--- src/rtl/aximm_gpio_csr_responder.sv ---
// AVMM CSR responder for the AXI-MM GPIO PHY harness: config/delay registers, status, capture readback.
// Optional: define CSR_UNMAPPED_ERR_EN for DEAD_BEEF unmapped reads and a W1C error flag at BUS_STS[31].
module aximm_gpio_csr_responder #(
  parameter int          DATA_WIDTH = 128,
  parameter int          RD_LATENCY = 2,
  parameter logic [31:0] BASE_ADDR  = 32'h5000_0000
) (
  input  logic                  avmm_clk,
  input  logic                  avmm_rst_n,
  input  logic                  i_wren,
  input  logic                  i_rden,
  input  logic [31:0]           i_wr_addr,
  input  logic [31:0]           i_wrdata,
  output logic [31:0]           o_master_readdata,
  output logic                  o_master_readdatavalid,
  output logic                  o_master_waitrequest,
  input  logic [3:0]            i_linkup_sts,
  input  logic [3:0]            i_test_sts,
  input  logic                  i_wr_done,
  input  logic                  i_rd_done,
  input  logic [DATA_WIDTH-1:0] i_dout_first,
  input  logic [DATA_WIDTH-1:0] i_dout_last,
  input  logic [DATA_WIDTH-1:0] i_din_first,
  input  logic [DATA_WIDTH-1:0] i_din_last,
  output logic [31:0]           o_wr_cfg,
  output logic [31:0]           o_rd_cfg,
  output logic [31:0]           o_wr_rd_addr,
  output logic [31:0]           o_delay_x,
  output logic [31:0]           o_delay_y,
  output logic [31:0]           o_delay_z,
  output logic                  o_wr_start,
  output logic                  o_rd_start
);

  localparam logic [13:0] W_WR_CFG     = 14'h0400;
  localparam logic [13:0] W_WR_RD_ADDR = 14'h0401;
  localparam logic [13:0] W_BUS_STS    = 14'h0402;
  localparam logic [13:0] W_LINKUP_STS = 14'h0403;
  localparam logic [13:0] W_RD_CFG     = 14'h0404;
  localparam logic [13:0] W_DELAY_X    = 14'h0800;
  localparam logic [13:0] W_DELAY_Y    = 14'h0801;
  localparam logic [13:0] W_DELAY_Z    = 14'h0802;

`ifdef CSR_UNMAPPED_ERR_EN
  localparam logic [31:0] UNMAPPED_RDATA = 32'hDEAD_BEEF;
`else
  localparam logic [31:0] UNMAPPED_RDATA = 32'h0000_0000;
`endif

  logic              wren_q;
  logic              rden_q;
  logic              wr_acc;
  logic              rd_acc;
  logic              busy;
  logic              base_hit;
  logic [13:0]       woff;
  logic              mapped;
  logic [31:0]       rd_val;
  logic              wr_done_sts;
  logic              rd_done_sts;
  logic              err_sts;
  logic [RD_LATENCY-1:0] vld_p;
  logic [31:0]       rdat_p [RD_LATENCY];
  logic              unused_addr_lsb;

  assign unused_addr_lsb = ^i_wr_addr[1:0];

  assign base_hit = (i_wr_addr[31:16] == BASE_ADDR[31:16]);
  assign woff     = i_wr_addr[15:2];
  assign busy     = |vld_p;
  // Read edges that land while a read is outstanding are dropped, not queued.
  assign wr_acc   = i_wren & ~wren_q;
  assign rd_acc   = i_rden & ~rden_q & ~busy;

  assign o_master_waitrequest   = busy | rd_acc;
  assign o_master_readdatavalid = vld_p[RD_LATENCY-1];
  assign o_master_readdata      = rdat_p[RD_LATENCY-1];

  always_comb begin
    rd_val = '0;
    mapped = 1'b0;
    if (base_hit) begin
      mapped = 1'b1;
      case (woff)
        W_WR_CFG:     rd_val = o_wr_cfg;
        W_WR_RD_ADDR: rd_val = o_wr_rd_addr;
        W_BUS_STS:    rd_val = {err_sts, 25'd0, rd_done_sts, wr_done_sts, i_test_sts};
        W_LINKUP_STS: rd_val = {28'd0, i_linkup_sts};
        W_RD_CFG:     rd_val = o_rd_cfg;
        W_DELAY_X:    rd_val = o_delay_x;
        W_DELAY_Y:    rd_val = o_delay_y;
        W_DELAY_Z:    rd_val = o_delay_z;
        default: begin
          // 0x4000..0x403C: four capture ports, four words each, low word first.
          if (woff[13:4] == 10'h100) begin
            case (woff[3:2])
              2'd0:    rd_val = i_dout_first[{woff[1:0], 5'd0} +: 32];
              2'd1:    rd_val = i_dout_last[{woff[1:0], 5'd0} +: 32];
              2'd2:    rd_val = i_din_first[{woff[1:0], 5'd0} +: 32];
              default: rd_val = i_din_last[{woff[1:0], 5'd0} +: 32];
            endcase
          end else begin
            mapped = 1'b0;
          end
        end
      endcase
    end
    if (!mapped) rd_val = UNMAPPED_RDATA;
  end

  always_ff @(posedge avmm_clk or negedge avmm_rst_n) begin
    if (!avmm_rst_n) begin
      wren_q       <= 1'b0;
      rden_q       <= 1'b0;
      o_wr_cfg     <= '0;
      o_rd_cfg     <= '0;
      o_wr_rd_addr <= '0;
      o_delay_x    <= '0;
      o_delay_y    <= '0;
      o_delay_z    <= '0;
      o_wr_start   <= 1'b0;
      o_rd_start   <= 1'b0;
      wr_done_sts  <= 1'b0;
      rd_done_sts  <= 1'b0;
    end else begin
      wren_q     <= i_wren;
      rden_q     <= i_rden;
      o_wr_start <= wr_acc & base_hit & (woff == W_WR_CFG);
      o_rd_start <= wr_acc & base_hit & (woff == W_RD_CFG);
      if (wr_acc && base_hit) begin
        case (woff)
          W_WR_CFG:     o_wr_cfg     <= i_wrdata;
          W_WR_RD_ADDR: o_wr_rd_addr <= i_wrdata;
          W_RD_CFG:     o_rd_cfg     <= i_wrdata;
          W_DELAY_X:    o_delay_x    <= i_wrdata;
          W_DELAY_Y:    o_delay_y    <= i_wrdata;
          W_DELAY_Z:    o_delay_z    <= i_wrdata;
          default: ;
        endcase
      end
      // The start pulse clears its sticky done bit and wins over a coincident set.
      if (o_wr_start)     wr_done_sts <= 1'b0;
      else if (i_wr_done) wr_done_sts <= 1'b1;
      if (o_rd_start)     rd_done_sts <= 1'b0;
      else if (i_rd_done) rd_done_sts <= 1'b1;
    end
  end

`ifdef CSR_UNMAPPED_ERR_EN
  always_ff @(posedge avmm_clk or negedge avmm_rst_n) begin
    if (!avmm_rst_n) begin
      err_sts <= 1'b0;
    end else if (wr_acc && base_hit && (woff == W_BUS_STS) && i_wrdata[31]) begin
      err_sts <= 1'b0;
    end else if ((wr_acc || rd_acc) && !mapped) begin
      err_sts <= 1'b1;
    end
  end
`else
  assign err_sts = 1'b0;
`endif

  // Stage p0 captures the value in the accept cycle; later stages only move it forward.
  always_ff @(posedge avmm_clk or negedge avmm_rst_n) begin
    if (!avmm_rst_n) begin
      vld_p <= '0;
      for (int i = 0; i < RD_LATENCY; i++) rdat_p[i] <= '0;
    end else begin
      vld_p[0] <= rd_acc;
      if (rd_acc) rdat_p[0] <= rd_val;
      for (int i = 1; i < RD_LATENCY; i++) begin
        vld_p[i] <= vld_p[i-1];
        if (vld_p[i-1]) rdat_p[i] <= rdat_p[i-1];
      end
    end
  end

endmodule
--- config.mk ---
export PLATFORM = sky130hd
export DESIGN_NAME = aximm_gpio_csr_responder
export DESIGN_NICKNAME = d
export VERILOG_FILES = /design/src/rtl/aximm_gpio_csr_responder.sv
export SDC_FILE = /design/constraint.sdc
export NUM_CORES = 1
export LEC_CHECK = 0
export ABC_AREA = 1
export BUFFER_PORTS_ARGS = -buffer_cell sky130_fd_sc_hd__buf_2
export CORE_AREA = 2 2 319 321
export CTS_CLUSTER_SIZE = 10
export DETAILED_ROUTE_END_ITERATION = 10
export DIE_AREA = 0 0 321 323
export HOLD_SLACK_MARGIN = 0.1
export SLEW_MARGIN = 20
export SYNTH_ARGS = -nofsm -noshare
export SYNTH_HDL_FRONTEND = slang
export SYNTH_SLANG_ARGS = --single-unit
--- constraint.sdc ---
create_clock -name avmm_clk -period 2.57 [get_ports avmm_clk]
set_input_delay 0.257 -clock avmm_clk [delete_from_list [all_inputs] [get_ports avmm_clk]]
set_output_delay 0.257 -clock avmm_clk [all_outputs]
set_load 0.005 [all_outputs]
==> impl_metrics.ini <==
[run_status]
outcome = finished clean

[clocking]
root_buffer = clkbuf_16
clkLatencyLatePin_ns = 0.60
cts_made_buffers = 31
clockBufferDepth = 3
cts_max_level = 1
clk_pin_slew_ns = 0.05
post_cts_buffers = 0
cts_tree = built
clock_sink_count = 264

[placed_design]
io_buffers = 815
place_ws_ns = 0.0265
hpwl_mm = 93.1
gp_congestion = 0.982

[critical_path]
worstPathRequired_ns = 2.31
cp.arrival_ns = 1.72
worstPathMaxFanout = 34
crit_type = reg2out
crit_path_start_kind = register
cp-end-kind = primary output

[synth]
netlist_area_um2 = 17600
synth_enable_flop_cells = 0
async_flop_share = 1.00
synthCells = 2719
ys_seq_area_frac = 0.376
synthTopCellsByArea = dfrtp_1 38%, nand2_1 22%, nand3_1 17%, o21ai_0 5.7%, nor2_1 4.7%
synth-seq-cells = 264
netlist.area_leader.share = 0.376
synthesis.nets = 3309
yosysMostFrequentCell = nand2_1
synthTopCellsByCount = 1033 x nand2_1, 587 x nand3_1, 264 x dfrtp_1, 220 x nor2_1, 200 x o21ai_0
synth_top_area_cell = dfrtp_1
ys.flop_type = dfrtp_1
ys_warn_count = 0
ys_types = 24
avgSynthCellArea_um2 = 6.46

[sta]
setup-tns-final_ns = 0
timing.final.ws_setup_ns = 0.591
maxClockFrequency_mhz = 505
fin_skew_ns = 0.0344
rsz0062_at_grt = false
finalHoldViolCount = 0
max_slew.worst_pin.slew_ns = 0.697
fin_crit_ns = 1.98
slew_viol_final = 0
fin_crit_sh = 0.770
setup_viol = 0
relSlewSlack = 0.535

[global_route]
grt_use_met2 = 0.373
grt_overflow = 0
grt_max_degree = 124
grtUsageMet3 = 0.0358
grt_antenna_before_repair = 42
grtUsageMet1 = 0.277
grt_pass1_wl_mm = 163
track_usage = 0.219
grt_pass1_vias = 21400
busiest_layer = met2

[route]
drc = 0
post_drt_wl_per_cell_um = 24.9
ant_nets = 0
via_per_inst = 4.67
wirelength_mm = 120
routed-via-count = 22500
drt_iter0_drc = 1777
dr.pass1.iters = 5

[run]
drv_cap = 0

[layout]
area_growth_pct = 41.4
layout-drive-gt1-share = 0.298
layout.nets = 4067

[power_and_ir_drop]
power_mw = 9.99
ir_drop_v = 0.000485
leakage_nw = 13.9
power_density_nw_per_um2 = 402

[floorplanning]
die_y_um = 323
start_util = 0.175
core_um2 = 101000
ioPinCount = 818
rows = 117
die_x_um = 321
dieArea_um2 = 104000

[worst_hold_path]
holdCritPathClass = in2reg
## timing repair
item,4_1_cts,5_1_grt
gates resized for setup,0,0
hold endpoints to repair,294,0
hold buffers,37,0
## worst max-delay path, cell delays in order, from the launching register on
cell and delay [ns]:
dfrtp_2 0.36, buf_4 0.47, nor2_1 0.07, o21ai_0 0.10, buf_2 0.14
## registers in the layout (all words and copies together), names as in the netlist
| name | count |
|---|---|
| o_delay_x | 32 |
| o_delay_y | 32 |
| o_delay_z | 32 |
| o_master_readdata | 32 |
| o_rd_cfg | 32 |
| o_wr_cfg | 32 |
| o_wr_rd_addr | 32 |
| rdat_p | 32 |
| vld_p | 2 |
| o_rd_start | 1 |
| o_wr_start | 1 |
| rd_done_sts | 1 |
| rden_q | 1 |
| wr_done_sts | 1 |
| wren_q | 1 |
## cell type report
type / instances / area, um2
fill: 11500 / 75900
multi-input combinational: 2139 / 9570
sequential: 264 / 6610
timing repair buffer: 963 / 5820
tap: 1309 / 1640
clock buffer: 36 / 815
inverter: 78 / 297
antenna: 26 / 65.1
clock inverter: 4 / 48.8
## routing by layer
metal | share of wire | up-vias
met5 | 0.00058 | -
met2 | 0.48 | 1168
li1 | - | 10400
met3 | 0.079 | 184
met1 | 0.40 | 10800
met4 | 0.038 | 12
## metrics by stage
stage,hold slack (ns),cell area (um2),instances,utilization
after floorplan,-0.0386,17600,2719,-
final,0.155,24900,4819,0.247
after detailed placement,0.265,23600,4716,0.234
after global routing,0.155,24800,4814,0.247
after CTS,0.119,24800,4793,0.246
after global placement,0.259,23600,4716,0.234
## path summary, 6_finish.rpt
check | start | endpoint | slack (ns) | depth (start not counted)
worst max-delay path | vld_p[0] | o_master_waitrequest | 0.59 | 4
worst min-delay path | i_test_sts[2] | rdat_p[34] | 0.16 | 7
worst max register to register | rden_q | rdat_p[57] | 0.83 | 6
worst min register to register | o_rd_start | rd_done_sts | 0.42 | 1
max in group asynchronous | avmm_rst_n | o_master_readdata[13] | 1.54 | 3
min in group asynchronous | avmm_rst_n | o_delay_z[31] | 0.22 | 2
## logic make-up after synthesis
family | Yosys count | share of synthesized area
AO/OA/AOI/OAI | 206 | 0.0591
multiplexers | 32 | 0.0205
flip-flops | 264 | 0.376
buffers and inverters | 316 | 0.0844
AND/OR/NAND/NOR | 1901 | 0.460
## report_power, final
part           switching [mW]  internal (mW)  leakage (nW)  total [mW]
Sequential            0.00217           4.16          3.66        4.16
Clock                    1.78           2.29         0.427        4.07
Combinational            1.08          0.674          9.77        1.75
## layout by cell type (no fill, tap or decap)
master | Yosys | routed
nand4_1 | 31 | 31
diode_2 | 0 | 26
o21a_1 | 3 | 3
dlygate4sd3_1 | 0 | 37
buf_6 | 3 | 1
bufinv_16 | 0 | 1
clkbuf_1 | 91 | 3
buf_2 | 84 | 812
clkinv_2 | 1 | 5
o21ai_1 | 3 | 3
nand3_2 | 0 | 1
inv_6 | 0 | 1
nor2_1 | 220 | 218
nor2_4 | 8 | 20
clkbuf_8 | 0 | 3
nand3_1 | 587 | 586
nand2_1 | 1033 | 1032
mux2_2 | 32 | 32
dfrtp_1 | 264 | 263
buf_8 | 0 | 1
nand3b_1 | 1 | 1
nor2_2 | 11 | 1
nand2_4 | 2 | 2
nand4_4 | 0 | 1
inv_2 | 8 | 7
buf_12 | 0 | 41
o21ai_0 | 200 | 200
inv_1 | 69 | 68
clkbuf_16 | 0 | 31
dfrtp_2 | 0 | 1
nand2_2 | 6 | 7
buf_4 | 45 | 70
nor4_2 | 1 | 1
No activity file was read; power rests on OpenSTA's default activity.
